File: config.mk
export PLATFORM = sky130hd
export DESIGN_NAME = vga_timing_gen
export DESIGN_NICKNAME = d
export VERILOG_FILES = /design/src/rtl/vga_timing_pkg.sv /design/src/rtl/vga_span_counter.sv /design/src/rtl/vga_timing_gen.sv
export SDC_FILE = /design/constraint.sdc
export NUM_CORES = 1
export LEC_CHECK = 0
export ABC_AREA = 1
export BUFFER_PORTS_ARGS = -buffer_cell sky130_fd_sc_hd__buf_4
export CORE_UTILIZATION = 30
export CTS_BUF_LIST = sky130_fd_sc_hd__clkbuf_16
export CTS_CLUSTER_SIZE = 14
export DETAILED_ROUTE_END_ITERATION = 12
export GPL_TIMING_DRIVEN = 0
export PLACE_DENSITY = 0.44
export SKIP_CTS_REPAIR_TIMING = 1
export SYNTH_ARGS = -nofsm -noshare
export SYNTH_HDL_FRONTEND = slang
export SYNTH_SLANG_ARGS = --single-unit
File: constraint.sdc
create_clock -name pixel_clock -period 2 [get_ports pixel_clock]
set_input_delay 0.2 -clock pixel_clock [delete_from_list [all_inputs] [get_ports pixel_clock]]
set_output_delay 0.2 -clock pixel_clock [all_outputs]
set_load 0.01 [all_outputs]
File: src/rtl/vga_timing_pkg.sv
// vga_timing_pkg: shared constants for the VGA raster timing generator.
// Holds the 640x480@60 default intervals, an 800x600@60 set, the
// IDLE/RUN state encoding and the frame counter width.
package vga_timing_pkg;

  // 640x480 @ 60 Hz (25.175 MHz pixel clock), negative syncs
  localparam int VGA640_H_ACTIVE  = 640;
  localparam int VGA640_H_FRONT   = 16;
  localparam int VGA640_H_SYNC    = 96;
  localparam int VGA640_H_BACK    = 48;
  localparam int VGA640_V_ACTIVE  = 480;
  localparam int VGA640_V_FRONT   = 10;
  localparam int VGA640_V_SYNC    = 2;
  localparam int VGA640_V_BACK    = 33;
  localparam bit VGA640_HSYNC_POL = 1'b0;
  localparam bit VGA640_VSYNC_POL = 1'b0;

  // 800x600 @ 60 Hz (40 MHz pixel clock), positive syncs
  localparam int SVGA800_H_ACTIVE  = 800;
  localparam int SVGA800_H_FRONT   = 40;
  localparam int SVGA800_H_SYNC    = 128;
  localparam int SVGA800_H_BACK    = 88;
  localparam int SVGA800_V_ACTIVE  = 600;
  localparam int SVGA800_V_FRONT   = 1;
  localparam int SVGA800_V_SYNC    = 4;
  localparam int SVGA800_V_BACK    = 23;
  localparam bit SVGA800_HSYNC_POL = 1'b1;
  localparam bit SVGA800_VSYNC_POL = 1'b1;

  localparam int FRAME_CNT_W = 8;

  typedef enum logic {
    ST_IDLE = 1'b0,
    ST_RUN  = 1'b1
  } vga_state_t;

endpackage

File: src/rtl/vga_span_counter.sv
// vga_span_counter: wrap counter 0..TOTAL-1 with synchronous clear to INIT,
// count enable and a terminal-count flag (count == TOTAL-1).
module vga_span_counter
  import vga_timing_pkg::*;
#(
  parameter int CW    = 11,
  parameter int TOTAL = 800,
  parameter int INIT  = 0
) (
  input  logic          pixel_clock,
  input  logic          reset_n,
  input  logic          clear,
  input  logic          step,
  output logic [CW-1:0] count,
  output logic          tc
);

  localparam logic [CW-1:0] LAST   = CW'(TOTAL - 1);
  localparam logic [CW-1:0] INIT_C = CW'(INIT);

  assign tc = (count == LAST);

  // Count position: clear wins, otherwise advance and wrap at TOTAL-1
  always_ff @(posedge pixel_clock or negedge reset_n) begin
    if (!reset_n)   count <= INIT_C;
    else if (clear) count <= INIT_C;
    else if (step)  count <= tc ? '0 : count + 1'b1;
  end

endmodule

File: src/rtl/vga_timing_gen.sv
// vga_timing_gen: parametrised VGA/SVGA raster timing generator.
// Line/frame order is sync, back porch, active, front porch. All outputs are
// registered decodes of the (h,v) position held before the clock edge.
// Optional prefetch port enabled by defining VGA_TIMING_PREFETCH_EN.
module vga_timing_gen
  import vga_timing_pkg::*;
#(
  parameter int H_ACTIVE  = VGA640_H_ACTIVE,
  parameter int H_FRONT   = VGA640_H_FRONT,
  parameter int H_SYNC    = VGA640_H_SYNC,
  parameter int H_BACK    = VGA640_H_BACK,
  parameter int V_ACTIVE  = VGA640_V_ACTIVE,
  parameter int V_FRONT   = VGA640_V_FRONT,
  parameter int V_SYNC    = VGA640_V_SYNC,
  parameter int V_BACK    = VGA640_V_BACK,
  parameter bit HSYNC_POL = VGA640_HSYNC_POL,
  parameter bit VSYNC_POL = VGA640_VSYNC_POL,
  parameter int CW        = 11,
  parameter int PREFETCH  = 2
) (
  input  logic                   pixel_clock,
  input  logic                   reset_n,
  input  logic                   en,
  output logic                   hsync,
  output logic                   vsync,
  output logic                   blank,
  output logic                   de,
  output logic [CW-1:0]          x,
  output logic [CW-1:0]          y,
  output logic                   line_start,
  output logic                   frame_start,
  output logic [FRAME_CNT_W-1:0] frame_cnt
`ifdef VGA_TIMING_PREFETCH_EN
  ,
  output logic                   fetch_valid,
  output logic [CW-1:0]          fetch_x,
  output logic [CW-1:0]          fetch_y
`endif
);

  localparam int H_TOTAL = H_SYNC + H_BACK + H_ACTIVE + H_FRONT;
  localparam int V_TOTAL = V_SYNC + V_BACK + V_ACTIVE + V_FRONT;

  localparam logic [CW-1:0] H_SYNC_C = CW'(H_SYNC);
  localparam logic [CW-1:0] V_SYNC_C = CW'(V_SYNC);
  localparam logic [CW-1:0] H_ACT_LO = CW'(H_SYNC + H_BACK);
  localparam logic [CW-1:0] H_ACT_HI = CW'(H_SYNC + H_BACK + H_ACTIVE);
  localparam logic [CW-1:0] V_ACT_LO = CW'(V_SYNC + V_BACK);
  localparam logic [CW-1:0] V_ACT_HI = CW'(V_SYNC + V_BACK + V_ACTIVE);

  typedef struct packed {
    logic          de;
    logic [CW-1:0] x;
    logic [CW-1:0] y;
  } pix_t;

  // Active-window decode shared by the display and prefetch paths
  function automatic pix_t pix_decode(input logic [CW-1:0] h, input logic [CW-1:0] v);
    pix_t p;
    p.de = (h >= H_ACT_LO) && (h < H_ACT_HI) && (v >= V_ACT_LO) && (v < V_ACT_HI);
    p.x  = p.de ? h - H_ACT_LO : '0;
    p.y  = p.de ? v - V_ACT_LO : '0;
    return p;
  endfunction

  vga_state_t    state, state_nxt;
  logic          go;
  logic          cnt_clear;
  logic [CW-1:0] h_cnt, v_cnt;
  logic          h_tc, v_tc;
  logic          wrap_p1;
  pix_t          pix_p0;

  // Counters only advance on an edge where RUN is held and en stays high;
  // the entry edge and every idle edge park them at the origin.
  assign go        = (state == ST_RUN) && en;
  assign cnt_clear = !go;
  assign pix_p0    = pix_decode(h_cnt, v_cnt);

  // State register
  always_ff @(posedge pixel_clock or negedge reset_n) begin
    if (!reset_n) state <= ST_IDLE;
    else          state <= state_nxt;
  end

  // Next state: en is the only run/idle control
  always_comb begin
    state_nxt = state;
    case (state)
      ST_IDLE: if (en)  state_nxt = ST_RUN;
      ST_RUN:  if (!en) state_nxt = ST_IDLE;
      default:          state_nxt = ST_IDLE;
    endcase
  end

  vga_span_counter #(.CW(CW), .TOTAL(H_TOTAL), .INIT(0)) u_h_cnt (
    .pixel_clock (pixel_clock),
    .reset_n     (reset_n),
    .clear       (cnt_clear),
    .step        (1'b1),
    .count       (h_cnt),
    .tc          (h_tc)
  );

  vga_span_counter #(.CW(CW), .TOTAL(V_TOTAL), .INIT(0)) u_v_cnt (
    .pixel_clock (pixel_clock),
    .reset_n     (reset_n),
    .clear       (cnt_clear),
    .step        (h_tc),
    .count       (v_cnt),
    .tc          (v_tc)
  );

  // ---- stage p0 -> p1: registered raster outputs ----
  // Register the decode of the held position, or idle values when not running
  always_ff @(posedge pixel_clock or negedge reset_n) begin
    if (!reset_n) begin
      hsync       <= ~HSYNC_POL;
      vsync       <= ~VSYNC_POL;
      blank       <= 1'b1;
      de          <= 1'b0;
      x           <= '0;
      y           <= '0;
      line_start  <= 1'b0;
      frame_start <= 1'b0;
    end else if (go) begin
      hsync       <= (h_cnt < H_SYNC_C) ? HSYNC_POL : ~HSYNC_POL;
      vsync       <= (v_cnt < V_SYNC_C) ? VSYNC_POL : ~VSYNC_POL;
      blank       <= !pix_p0.de;
      de          <= pix_p0.de;
      x           <= pix_p0.x;
      y           <= pix_p0.y;
      line_start  <= (h_cnt == '0);
      frame_start <= (h_cnt == '0) && (v_cnt == '0);
    end else begin
      hsync       <= ~HSYNC_POL;
      vsync       <= ~VSYNC_POL;
      blank       <= 1'b1;
      de          <= 1'b0;
      x           <= '0;
      y           <= '0;
      line_start  <= 1'b0;
      frame_start <= 1'b0;
    end
  end

  // Frame counter: the wrap is remembered for one cycle so the increment
  // lands on the edge that raises frame_start, never on RUN entry.
  always_ff @(posedge pixel_clock or negedge reset_n) begin
    if (!reset_n) begin
      wrap_p1   <= 1'b0;
      frame_cnt <= '0;
    end else begin
      wrap_p1 <= go && h_tc && v_tc;
      if (go && wrap_p1) frame_cnt <= frame_cnt + 1'b1;
    end
  end

`ifdef VGA_TIMING_PREFETCH_EN
  logic [CW-1:0] hp_cnt, vp_cnt;
  logic          hp_tc, vp_tc;
  pix_t          fpix_p0;

  assign fpix_p0 = pix_decode(hp_cnt, vp_cnt);

  // Lookahead pair parks PREFETCH pixels ahead of the origin so it leads
  // the display counters by a constant distance from RUN entry onward.
  vga_span_counter #(.CW(CW), .TOTAL(H_TOTAL), .INIT(PREFETCH)) u_hp_cnt (
    .pixel_clock (pixel_clock),
    .reset_n     (reset_n),
    .clear       (cnt_clear),
    .step        (1'b1),
    .count       (hp_cnt),
    .tc          (hp_tc)
  );

  vga_span_counter #(.CW(CW), .TOTAL(V_TOTAL), .INIT(0)) u_vp_cnt (
    .pixel_clock (pixel_clock),
    .reset_n     (reset_n),
    .clear       (cnt_clear),
    .step        (hp_tc),
    .count       (vp_cnt),
    .tc          (vp_tc)
  );

  // ---- stage p0 -> p1: registered prefetch outputs ----
  // Register the lookahead decode, aligned with the raster outputs
  always_ff @(posedge pixel_clock or negedge reset_n) begin
    if (!reset_n) begin
      fetch_valid <= 1'b0;
      fetch_x     <= '0;
      fetch_y     <= '0;
    end else if (go) begin
      fetch_valid <= fpix_p0.de;
      fetch_x     <= fpix_p0.x;
      fetch_y     <= fpix_p0.y;
    end else begin
      fetch_valid <= 1'b0;
      fetch_x     <= '0;
      fetch_y     <= '0;
    end
  end
`endif

endmodule
==> results.toml <==
[logic_synthesis]
syn-num-nets = 358
synthArstFlopShare_pct = 100.0
yosys.area.top_type = "dfrtp_1"
yosysTopAreaCellShare_pct = 46.25
synthTopCellsByArea = "dfrtp_1 46%, nand2_1 11%, nor2_4 7.3%"
synth-main-ff-cell = "dfrtp_1"
synth_commonest_cells = "90 x nand2_1, 57 x dfrtp_1, 42 x nor2_1, 28 x inv_1"
synth_edf_count = 0
synth.most_common_cell = "nand2_1"
syn_inst = 346
ys_seq_area_share_pct = 48.80
ys_warn_count = 0
synth_seq_cells = 60
avgSynthCellArea_um2 = 8.914
synth_cell_types = 28
synth_area_um2 = 3084

[clock_network]
clockRootBuffer = "clkbuf_16"
clockBufferDepth = 2
path_clk_slew_ps = 50
numClockSinks = 60
cts_tree = "built"
numCtsBuffers = 9
worstSkewPairLatency_ps = 320
htree_levels = 3

[critical_path]
slowest_delay_ps = 540
crit_type = "input port to flop"
worstSetupStartpointType = "input port"
worstPathArrival_ps = 1930
critPathBufInv = 5
cp_max_fo = 10
cp-end-kind = "flop"
crit_chain = "dlygate4sd3_1, buf_4, nand2_1, inv_1, nand2_2, inv_2, buf_2, nand2_1, nand2_1"
cp_slowest_cell = "dlygate4sd3_1"
crit_top_cell = "nand2_1"
crit_family = "buffers and inverters"
cp.required_ps = 2210

[detailed_routing]
dr.pass1.iters = 4
wl_per_cell_um = 12.33
drt_iter0_markers = 129
routed_wl_um = 6582
avgViaCountPerCell = 4.251
drc = 0
drtAntennaViolNets = 0
vias = 2270

[power]
total_power_mw = 3.027
p_sw_uw = 585.9
swShare_pct = 19.36
p_seq_share_pct = 40.6
power_density_nw_per_um2 = 780.7
clkPwrFrac_pct = 57.2
internal_power_mw = 2.441
p_comb_share_pct = 2.2
peakVddDrop_v = 0.0003708
leakage_nw = 2.025

[die]
coreArea_um2 = 9864
die_x_um = 103.4
start_util_pct = 31.27
fp.dieH_um = 103.4
num_rows = 36
io_pins = 39
die_area_um2 = 10690

[global_route]
grt_max_degree = 61
grt_use_total_pct = 14.03
grt_use_met3_pct = 3.495
grt_pass1_wl_um = 11050
gr-usage-met2_pct = 19.97
gr-usage-met1_pct = 19.84
grt-ovfl-total = 0
grt_antenna_before_repair = 0
grt_pass1_vias = 2171
grt.busiest_layer = "met2"

[cells_and_area]
multi_input_area_um2 = 1370
final_util_pct = 39.31
final_nets = 408
register_area_um2 = 1505
area_growth_syn_to_layout_pct = 25.72
drive_gt1_share_pct = 24.94
diodes = 0
final-instance-count-excl-fill = 534
nFillCells = 999

[timing]
setup-violations-final = 0
rsz0062_at_grt = "false"
period_needed_ps = 1723
relSlewSlack_pct = 47.84
worst_pin_slew_ps = 782.3
max_freq_mhz = 580.4
period_share_pct = 86.14
finalHoldWorstSlack_ps = -44.83
finalSetupTns_ps = 0
final_max_slew_viol_count = 0
skew_ps = 8.012
hold_viol = 57

[hold_path]
hp-class = "input port to asynchronous set/reset pin"

[placement]
dpl.cell_count = 517
gp_congestion = 0.8617
placement.io_buffers = 38
dpl.hpwl_um = 4739

[status]
violations = "hold timing"
status = "finished, violations left"

[job]
cap_violations = 0
## power groups by stage
stage | logic (mW) | clock network, mW | registers [mW]
after floorplan | 0.0208 | 0 | 1.25
after global placement | 0.0685 | 0 | 1.25
after detailed placement | 0.0689 | 0 | 1.25
after CTS | 0.0692 | 1.77 | 1.23
after global routing | 0.0777 | 1.83 | 1.23
final | 0.0660 | 1.73 | 1.23
## cell type report
| class | count | share of cell area [%] |
|---|---|---|
| clock inverters | 7 | 2.743 |
| plain buffers | 9 | 1.807 |
| multi-input cells | 240 | 35.33 |
| well taps | 133 | 4.292 |
| inverters | 37 | 3.582 |
| flip-flops and latches | 60 | 38.82 |
| repair buffers | 39 | 7.615 |
| clock buffers | 9 | 5.808 |
## layout by cell type, fill, tap and decap left out, types with 3 or more instances in the layout
cell       count
nand3_1       20
xnor2_1        5
dfstp_2        3
buf_2          5
nand2_1       90
nand4_1        5
ha_1           9
dfrtp_1       57
inv_2          7
xor2_1        18
nor2_1        42
a21oi_1        8
inv_1         29
buf_4         38
clkinv_1       4
bufinv_16      3
nor2_2         5
nor3_1         6
nor3_2         3
nor2_4        20
clkbuf_16      9
## worst register-to-register path, delay by kind of cell, from the launching register on
family / cells / cell delay (ps)
AND/OR/NAND/NOR: 6 / 550
flip-flops: 1 / 420
adder cells (fa/ha/maj): 1 / 190
buffers and inverters: 3 / 430
## per-layer routing
metal / part of all wire, % / wire length (um)
met3: 3.8 / 253
met4: 1.6 / 106
met1: 52 / 3407
met5: 0 / 0
met2: 43 / 2814
## state kept, by name, summed over array words and instances, names as in the netlist
| signal | count |
|---|---|
| blank | 1 |
| de | 1 |
| frame_cnt | 8 |
| frame_start | 1 |
| hsync | 1 |
| line_start | 1 |
| state | 1 |
| u_h_cnt.count | 11 |
| u_v_cnt.count | 11 |
| vsync | 1 |
| wrap_p1 | 1 |
| x | 11 |
| y | 11 |
## cell families after synthesis
kind of cell / synth area share (%)
compound gates: 1.622
xor+xnor: 6.531
fa+ha+maj: 3.651
buf+inv: 6.775
flops: 48.80
mux: 0.3651
simple gates: 32.25
## stage by stage
stage	cell area (um^2)	setup WS, ps
2_1_floorplan	3084	541.1
3_3_place_gp	3536	284.0
3_5_place_dp	3536	278.2
4_1_cts	3867	252.7
5_1_grt	3877	33.70
6_report	3877	277.1
## worst paths after layout
kind                                                  from                             to  slack [ps]  depth (start not counted)
max in group asynchronous                          reset_n  u_v_cnt.count[10]$_DFFE_PN0P_        1530                          1
min in group pixel_clock          frame_cnt[7]$_DFFE_PN0P_       frame_cnt[7]$_DFFE_PN0P_         470                          1
worst max register to register  u_h_cnt.count[5]$_DFF_PN0_   u_v_cnt.count[8]$_DFFE_PN0P_         280                         10
worst max-delay path                                    en   u_v_cnt.count[8]$_DFFE_PN0P_         280                          9
worst min-delay path                               reset_n                state$_DFF_PN0_         -40                          1
worst min register to register    frame_cnt[7]$_DFFE_PN0P_       frame_cnt[7]$_DFFE_PN0P_         470                          1
Power figures use the tool's default switching activity.
